$ cat src/rtl/ex_pkg.sv
// Shared types and constants for the execute stage: ALU op indices and the EX/MA register layout.
// Also holds the datapath width and the single-bit enable constants.
package ex_pkg;

   localparam int XLEN  = 64;
   localparam int ALU_N = 9;

   localparam logic ENABLE  = 1'b1;
   localparam logic DISABLE = 1'b0;

   // Bit positions in the ALU op vector; lower index wins when several are set.
   typedef enum logic [3:0] {
      ALU_ADD = 4'd0,
      ALU_SUB = 4'd1,
      ALU_AND = 4'd2,
      ALU_OR  = 4'd3,
      ALU_XOR = 4'd4,
      ALU_SLL = 4'd5,
      ALU_SRL = 4'd6,
      ALU_SRA = 4'd7,
      ALU_SLT = 4'd8
   } alu_idx_e;

   typedef struct packed {
      logic            valid;
      logic [XLEN-1:0] pc;
      logic [XLEN-1:0] next_pc;
      logic [4:0]      rd;
      logic [XLEN-1:0] result;
      logic [XLEN-1:0] addr;
      logic [XLEN-1:0] store_data;
      logic            load;
      logic            store;
   } ex_ma_t;

endpackage

$ cat src/rtl/ex_if.sv
// Decode-to-execute control bundles: one-hot ALU operation and memory io operation.
// The execute stage consumes both through their dst modports.
interface alu_ops_if;
   logic op_add;
   logic op_sub;
   logic op_and;
   logic op_or;
   logic op_xor;
   logic op_sll;
   logic op_srl;
   logic op_sra;
   logic op_slt;

   modport src (output op_add, op_sub, op_and, op_or, op_xor, op_sll, op_srl, op_sra, op_slt);
   modport dst (input  op_add, op_sub, op_and, op_or, op_xor, op_sll, op_srl, op_sra, op_slt);
endinterface

interface io_ops_if;
   logic load_op;
   logic store_op;

   modport src (output load_op, store_op);
   modport dst (input  load_op, store_op);
endinterface

$ cat src/rtl/ex_alu.sv
// Combinational ALU: selects one operation from the op vector with a fixed priority
// (add highest, slt lowest) and produces zero when no op is requested.
module ex_alu
   import ex_pkg::*;
#(
   parameter int W = XLEN
) (
   input  logic [W-1:0]     a,
   input  logic [W-1:0]     b,
   input  logic [ALU_N-1:0] op,
   output logic [W-1:0]     result
);

   localparam int SH = $clog2(W);

   logic [SH-1:0] shamt;
   logic          lt;

   assign shamt = b[SH-1:0];
   assign lt    = $signed(a) < $signed(b);

   // Priority-encoded operation select.
   always_comb begin
      result = '0;
      if (op[ALU_ADD]) begin
         result = a + b;
      end else if (op[ALU_SUB]) begin
         result = a - b;
      end else if (op[ALU_AND]) begin
         result = a & b;
      end else if (op[ALU_OR]) begin
         result = a | b;
      end else if (op[ALU_XOR]) begin
         result = a ^ b;
      end else if (op[ALU_SLL]) begin
         result = a << shamt;
      end else if (op[ALU_SRL]) begin
         result = a >> shamt;
      end else if (op[ALU_SRA]) begin
         result = $unsigned($signed(a) >>> shamt);
      end else if (op[ALU_SLT]) begin
         result = {{(W-1){1'b0}}, lt};
      end else begin
         result = '0;
      end
   end

endmodule

$ cat src/rtl/ex_stage.sv
// Execute stage: operand forwarding, ALU / address compute, load-use hazard detection
// and the EX/MA pipeline register.
module ex_stage
   import ex_pkg::*;
#(
   parameter int              XLEN     = 64,
   parameter logic [XLEN-1:0] RESET_PC = 64'h0
) (
   input  logic            clk,
   input  logic            rst,
   alu_ops_if.dst          alu_ops,
   io_ops_if.dst           io_ops,
   input  logic            in_valid,
   input  logic            stall,
   input  logic            clear,
   input  logic            compressed,
   input  logic [XLEN-1:0] pc,
   input  logic [4:0]      rd,
   input  logic [4:0]      rs1,
   input  logic [4:0]      rs2,
   input  logic [XLEN-1:0] data1,
   input  logic [XLEN-1:0] data2,
   input  logic [XLEN-1:0] imm,
   input  logic            with_imm,
   input  logic [4:0]      ma_rd,
   input  logic [4:0]      wb_rd,
   input  logic [XLEN-1:0] ma_data,
   input  logic [XLEN-1:0] wb_data,
   output logic            hazard_stall,
   output logic            ex_valid,
   output logic [XLEN-1:0] ex_pc,
   output logic [XLEN-1:0] ex_next_pc,
   output logic [4:0]      ex_rd,
   output logic [XLEN-1:0] ex_result,
   output logic [XLEN-1:0] ex_addr,
   output logic [XLEN-1:0] ex_store_data,
   output logic            ex_load,
   output logic            ex_store
);

   // The more recent producer (MA) wins over WB; x0 always reads as zero.
   function automatic logic [XLEN-1:0] fwd(
      input logic [4:0]      rs,
      input logic [XLEN-1:0] rdata,
      input logic [4:0]      m_rd,
      input logic [XLEN-1:0] m_data,
      input logic [4:0]      w_rd,
      input logic [XLEN-1:0] w_data
   );
      logic [XLEN-1:0] v;
      if (rs == 5'd0) begin
         v = '0;
      end else if (rs == m_rd) begin
         v = m_data;
      end else if (rs == w_rd) begin
         v = w_data;
      end else begin
         v = rdata;
      end
      return v;
   endfunction

   logic [XLEN-1:0]  fwd1;
   logic [XLEN-1:0]  fwd2;
   logic [XLEN-1:0]  op_b;
   logic [XLEN-1:0]  alu_result;
   logic [ALU_N-1:0] op_vec;
   ex_ma_t           cur;
   ex_ma_t           nxt;

   assign fwd1 = fwd(rs1, data1, ma_rd, ma_data, wb_rd, wb_data);
   assign fwd2 = fwd(rs2, data2, ma_rd, ma_data, wb_rd, wb_data);
   assign op_b = with_imm ? imm : fwd2;

   // Pack the named op strobes into the indexed vector the ALU encodes.
   always_comb begin
      op_vec          = '0;
      op_vec[ALU_ADD] = alu_ops.op_add;
      op_vec[ALU_SUB] = alu_ops.op_sub;
      op_vec[ALU_AND] = alu_ops.op_and;
      op_vec[ALU_OR]  = alu_ops.op_or;
      op_vec[ALU_XOR] = alu_ops.op_xor;
      op_vec[ALU_SLL] = alu_ops.op_sll;
      op_vec[ALU_SRL] = alu_ops.op_srl;
      op_vec[ALU_SRA] = alu_ops.op_sra;
      op_vec[ALU_SLT] = alu_ops.op_slt;
   end

   ex_alu #(.W(XLEN)) u_alu (
      .a      (fwd1),
      .b      (op_b),
      .op     (op_vec),
      .result (alu_result)
   );

   // An rs2 that only feeds the immediate path is not actually consumed.
   assign hazard_stall = cur.valid & cur.load & (cur.rd != 5'd0) & in_valid &
                         ((cur.rd == rs1) | ((cur.rd == rs2) & ~with_imm));

   // Next EX/MA contents: clear, then stall-hold, then hazard bubble, then capture.
   always_comb begin
      nxt = cur;
      if (clear) begin
         nxt.valid = DISABLE;
         nxt.rd    = 5'd0;
         nxt.load  = DISABLE;
         nxt.store = DISABLE;
      end else if (stall) begin
         nxt = cur;
      end else if (hazard_stall) begin
         nxt.valid = DISABLE;
         nxt.rd    = 5'd0;
         nxt.load  = DISABLE;
         nxt.store = DISABLE;
      end else begin
         nxt.valid      = in_valid;
         nxt.pc         = pc;
         nxt.next_pc    = pc + (compressed ? XLEN'(2) : XLEN'(4));
         nxt.rd         = in_valid ? rd : 5'd0;
         nxt.result     = alu_result;
         nxt.addr       = fwd1 + imm;
         nxt.store_data = fwd2;
         nxt.load       = in_valid & io_ops.load_op;
         nxt.store      = in_valid & io_ops.store_op;
      end
   end

   // EX/MA pipeline register.
   always_ff @(posedge clk or posedge rst) begin
      if (rst) begin
         cur.valid      <= DISABLE;
         cur.pc         <= RESET_PC;
         cur.next_pc    <= RESET_PC;
         cur.rd         <= 5'd0;
         cur.result     <= '0;
         cur.addr       <= '0;
         cur.store_data <= '0;
         cur.load       <= DISABLE;
         cur.store      <= DISABLE;
      end else begin
         cur <= nxt;
      end
   end

   assign ex_valid      = cur.valid;
   assign ex_pc         = cur.pc;
   assign ex_next_pc    = cur.next_pc;
   assign ex_rd         = cur.rd;
   assign ex_result     = cur.result;
   assign ex_addr       = cur.addr;
   assign ex_store_data = cur.store_data;
   assign ex_load       = cur.load;
   assign ex_store      = cur.store;

endmodule

$ cat src/flat_wrapper.sv
// flat-port wrapper written by rule: the top's interface ports become plain ports
module ex_stage_flat import ex_pkg::*;
#(
   parameter int              XLEN     = 64,
   parameter logic [XLEN-1:0] RESET_PC = 64'h0
)
  (clk, rst, in_valid, stall, clear, compressed, pc, rd, rs1, rs2, data1, data2, imm, with_imm, ma_rd, wb_rd, ma_data, wb_data, hazard_stall, ex_valid, ex_pc, ex_next_pc, ex_rd, ex_result, ex_addr, ex_store_data, ex_load, ex_store, alu_ops_op_add, alu_ops_op_sub, alu_ops_op_and, alu_ops_op_or, alu_ops_op_xor, alu_ops_op_sll, alu_ops_op_srl, alu_ops_op_sra, alu_ops_op_slt, io_ops_load_op, io_ops_store_op);
  alu_ops_if alu_ops_i ();
  io_ops_if io_ops_i ();
  input  logic clk;
  input  logic rst;
  input  logic in_valid;
  input  logic stall;
  input  logic clear;
  input  logic compressed;
  input  logic [XLEN-1:0] pc;
  input  logic [4:0] rd;
  input  logic [4:0] rs1;
  input  logic [4:0] rs2;
  input  logic [XLEN-1:0] data1;
  input  logic [XLEN-1:0] data2;
  input  logic [XLEN-1:0] imm;
  input  logic with_imm;
  input  logic [4:0] ma_rd;
  input  logic [4:0] wb_rd;
  input  logic [XLEN-1:0] ma_data;
  input  logic [XLEN-1:0] wb_data;
  output logic hazard_stall;
  output logic ex_valid;
  output logic [XLEN-1:0] ex_pc;
  output logic [XLEN-1:0] ex_next_pc;
  output logic [4:0] ex_rd;
  output logic [XLEN-1:0] ex_result;
  output logic [XLEN-1:0] ex_addr;
  output logic [XLEN-1:0] ex_store_data;
  output logic ex_load;
  output logic ex_store;
  input wire logic [$bits(alu_ops_i.op_add)-1:0] alu_ops_op_add;
  input wire logic [$bits(alu_ops_i.op_sub)-1:0] alu_ops_op_sub;
  input wire logic [$bits(alu_ops_i.op_and)-1:0] alu_ops_op_and;
  input wire logic [$bits(alu_ops_i.op_or)-1:0] alu_ops_op_or;
  input wire logic [$bits(alu_ops_i.op_xor)-1:0] alu_ops_op_xor;
  input wire logic [$bits(alu_ops_i.op_sll)-1:0] alu_ops_op_sll;
  input wire logic [$bits(alu_ops_i.op_srl)-1:0] alu_ops_op_srl;
  input wire logic [$bits(alu_ops_i.op_sra)-1:0] alu_ops_op_sra;
  input wire logic [$bits(alu_ops_i.op_slt)-1:0] alu_ops_op_slt;
  input wire logic [$bits(io_ops_i.load_op)-1:0] io_ops_load_op;
  input wire logic [$bits(io_ops_i.store_op)-1:0] io_ops_store_op;
  assign alu_ops_i.op_add = alu_ops_op_add;
  assign alu_ops_i.op_sub = alu_ops_op_sub;
  assign alu_ops_i.op_and = alu_ops_op_and;
  assign alu_ops_i.op_or = alu_ops_op_or;
  assign alu_ops_i.op_xor = alu_ops_op_xor;
  assign alu_ops_i.op_sll = alu_ops_op_sll;
  assign alu_ops_i.op_srl = alu_ops_op_srl;
  assign alu_ops_i.op_sra = alu_ops_op_sra;
  assign alu_ops_i.op_slt = alu_ops_op_slt;
  assign io_ops_i.load_op = io_ops_load_op;
  assign io_ops_i.store_op = io_ops_store_op;
  ex_stage #(.XLEN(XLEN), .RESET_PC(RESET_PC)) u_core (.clk(clk), .rst(rst), .alu_ops(alu_ops_i), .io_ops(io_ops_i), .in_valid(in_valid), .stall(stall), .clear(clear), .compressed(compressed), .pc(pc), .rd(rd), .rs1(rs1), .rs2(rs2), .data1(data1), .data2(data2), .imm(imm), .with_imm(with_imm), .ma_rd(ma_rd), .wb_rd(wb_rd), .ma_data(ma_data), .wb_data(wb_data), .hazard_stall(hazard_stall), .ex_valid(ex_valid), .ex_pc(ex_pc), .ex_next_pc(ex_next_pc), .ex_rd(ex_rd), .ex_result(ex_result), .ex_addr(ex_addr), .ex_store_data(ex_store_data), .ex_load(ex_load), .ex_store(ex_store));
endmodule
$ cat config.mk
export PLATFORM = sky130hd
export DESIGN_NAME = ex_stage_flat
export DESIGN_NICKNAME = d
export VERILOG_FILES = /design/src/rtl/ex_pkg.sv /design/src/rtl/ex_if.sv /design/src/rtl/ex_alu.sv /design/src/rtl/ex_stage.sv /design/src/flat_wrapper.sv
export SDC_FILE = /design/constraint.sdc
export NUM_CORES = 2
export LEC_CHECK = 0
export ABC_AREA = 0
export BUFFER_PORTS_ARGS = -buffer_cell sky130_fd_sc_hd__buf_2
export CORE_MARGIN = 1.5
export CORE_UTILIZATION = 35
export DETAILED_ROUTE_END_ITERATION = 10
export PLACE_DENSITY = 0.56
export SETUP_SLACK_MARGIN = 0.1
export SYNTH_ARGS = -nofsm -noshare
export SYNTH_HDL_FRONTEND = slang
export SYNTH_SLANG_ARGS = --single-unit
$ cat constraint.sdc
create_clock -name clk -period 10.47 [get_ports clk]
set_input_delay 1.047 -clock clk [delete_from_list [all_inputs] [get_ports clk]]
set_output_delay 1.047 -clock clk [all_outputs]
set_load 0.02 [all_outputs]
==> qor.yml <==
status: "complete, no violations"
max_freq_ghz: 0.123
leakage_nw: 21.9
finalMaxSlewViolations: 0
p_int_mw: 3.69
vias: 53169
ys.flop_type: "dfrtp_1"
cts_buffers: 40
slew_headroom_pct: 4.08
grt_pass1_vias: 49756
grt_max_degree: 237
crit_path_end_kind: "flip-flop"
p_switching_mw: 4.15
hold_viol_final: 0
rsz0062_at_grt: "false"
p_comb_share_pct: 58.3
antenna_found_initial: 38
synthTopCellsByCount: "908 x nand2_1, 642 x o21ai_0, 450 x a21oi_1"
worstSetupStartpoint: "rs2[4]"
post-route-min-period_ps: 8150
drive_gt1_share_pct: 17.7
synth_top_cell_by_area: "dfrtp_1"
fin_crit_sh_pct: 77.9
fin_area_mm2: 0.0476
dp_hpwl_mm: 246
syn_nets: 6488
gp_congestion: 1.13
io_buffers: 755
worst_clock_skew_ps: 43.5
clk_path_buf_depth: 3
yosysSeqAreaShare_pct: 20.1
finalPower_mw: 7.84
root_buffer: "clkbuf_16"
boundaryPins: 756
drtAntennaViolNets: 0
path_class: "input port to flip-flop"
placed_area_mm2: 0.0461
setup_violations: 0
synthTopCellsByArea: "dfrtp_1 20%, nand2_1 8.4%, ha_1 7.9%"
ir_drop_uv: 106
drt_first_pass_iters: 9
via_per_inst: 6.73
cp_data_required_time_ps: 10980
worstHoldStart: "u_core.ex_pc[2]"
synthCells: 5799
synth_top_area_share_pct: 20.1
grtUsageTotal_pct: 49.4
die_h_um: 344
drc: 0
row_count: 124
p_seq_share_pct: 21.9
r2r-start: "u_core.ex_rd[0]"
hp-class: "flip-flop to flip-flop"
ys_types: 99
p_per_area_mw_per_mm2: 165
start_kind: "input port"
dp_cells: 7804
clk_pin_slew_ps: 70
initial_core_util_pct: 35.4
yosysMostFrequentCell: "nand2_1"
die_w_um: 344
cts_tree: "yes"
fin_cells: 7901
crit_arrival_ps: 8670
syn_area_mm2: 0.0407
synth_warnings: 0
postRouteWirelength_mm: 305
grt_overflow: 0
grt_first_pass_wirelength_mm: 408
areaGrowthSynthToFinish_pct: 17.0
cts_hold_buf: 0
maxCapViolCount: 0
synth-edff-count: 0
path_max_fanout: 44
yosys_register_bits: 327
cts.repair.resized: 0
setup_tns_ps: 0
max_slew.worst_pin.slew_ps: 1430
wl_per_cell_um: 38.6
coreArea_mm2: 0.115
htree_levels: 2
clockPowerShare_pct: 19.8
async_flop_share_pct: 100
drt_iter0_drc: 7831
die-area_mm2: 0.118
clkSinkCount: 327
fill_cells: 12370
clk_latency_ps: 630
postSynthAreaPerCell_um2: 7.02
finalNetCount: 7023
switching_share_pct: 52.9
postCtsSetupRepairBufs: 0
[layout by cell type (no fill, tap or decap), types with 20 or more instances in the layout]
cell type | netlist | layout
and3_1 | 35 | 34
clkbuf_16 | 0 | 40
o31ai_1 | 36 | 36
a22oi_1 | 57 | 57
o221ai_1 | 47 | 47
mux2i_1 | 205 | 205
and2_1 | 21 | 21
o21bai_1 | 45 | 45
o22ai_1 | 70 | 70
nand3_1 | 226 | 224
nand2_1 | 908 | 904
buf_2 | 59 | 753
mux2_2 | 36 | 36
buf_4 | 8 | 180
inv_1 | 223 | 219
o21ai_0 | 642 | 638
o21a_1 | 36 | 35
a211oi_1 | 71 | 71
o21ai_1 | 18 | 20
nor2_1 | 390 | 379
a221oi_1 | 62 | 62
nor4_1 | 25 | 25
o211ai_1 | 150 | 150
a21o_1 | 65 | 65
diode_2 | 0 | 26
ha_1 | 258 | 258
xor2_1 | 89 | 89
a31oi_1 | 118 | 117
nor3_1 | 149 | 147
xnor2_1 | 146 | 146
a21oi_1 | 450 | 450
nand4_1 | 51 | 51
dfrtp_1 | 327 | 327
nand2b_1 | 40 | 40
[path summary, 6_finish.rpt]
check	endpoint	depth (start not counted)	slack, ps
max	u_core.ex_result[56]	20	2320
min	u_core.ex_pc[2]	2	470
max reg2reg	u_core.ex_result[33]	13	5690
min reg2reg	u_core.ex_pc[2]	2	470
max in group asynchronous	u_core.ex_store_data[21]	3	8280
min in group asynchronous	u_core.ex_store_data[49]	2	570
[worst max-delay path: stages]
cell and delay, ps:
buf_2 150, xnor2_1 640, and2_1 400, nand2_4 530, buf_4 470, mux2i_1 170, nand2_1 80, o211ai_1 400
o21ai_0 840, ha_1 510, or3_1 410, nor4_1 400, nand4_1 190, o311ai_1 860, a221oi_1 330, a221oi_1 680
xor2_1 130, a21oi_1 200, nor2_1 50, nor3_1 140
[power groups by stage]
stage / sequential [mW] / combinational (mW) / clock (mW)
floorplan: 1.93 / 2.15 / 0
global placement: 1.72 / 4.36 / 0
detailed placement: 1.73 / 4.33 / 0
CTS: 1.71 / 4.35 / 1.56
global route: 1.72 / 4.69 / 1.60
finish: 1.72 / 4.57 / 1.55
[routing by layer]
layer	wire (µm)	vias up	track usage, %
li1	-	22312	-
met1	112000	25672	58.4
met2	126000	4098	72.9
met3	38300	1071	17.1
met4	29400	16	38.6
met5	111	-	0
[metrics by stage]
step | hold slack (ps) | utilization, % | setup WS [ps]
after floorplan | 583 | - | 368
after global placement | 452 | 40.2 | 2240
after detailed placement | 456 | 40.2 | 2180
after CTS | 469 | 41.4 | 2760
after global routing | 492 | 41.4 | 2120
final | 466 | 41.5 | 2320
[area by class of cell]
class / count / area, µm² / share of cell area (%)
repair buffers: 938 / 5220 / 11.0
well taps: 1512 / 1890 / 3.97
inverters: 230 / 871 / 1.83
multi-input cells: 4797 / 30000 / 63.0
diodes: 26 / 65.1 / 0.137
clock inverters: 13 / 224 / 0.470
clock buffers: 58 / 1180 / 2.48
flip-flops and latches: 327 / 8180 / 17.2
[cell families (layout without fill, tap and decap cells)]
group / Yosys count / in the layout / synth area share (%)
and+or+nand+nor: 1938 / 1938 / 20.9
xor gates and xnor gates: 236 / 236 / 5.10
DFF: 327 / 327 / 20.1
buffers and inverters: 675 / 1239 / 6.52
muxes: 245 / 245 / 6.22
adders and majority gates: 262 / 262 / 8.13
AOI/OAI and AO/OA: 2116 / 2116 / 33.0
other: 0 / 26 / 0
[registers in the layout, summed over array words and instances, names as in the netlist]
name,cells
u_core.ex_addr,64
u_core.ex_load,1
u_core.ex_next_pc,64
u_core.ex_pc,63
u_core.ex_rd,5
u_core.ex_result,64
u_core.ex_store,1
u_core.ex_store_data,64
u_core.ex_valid,1
(Power assumes the default switching activity.)
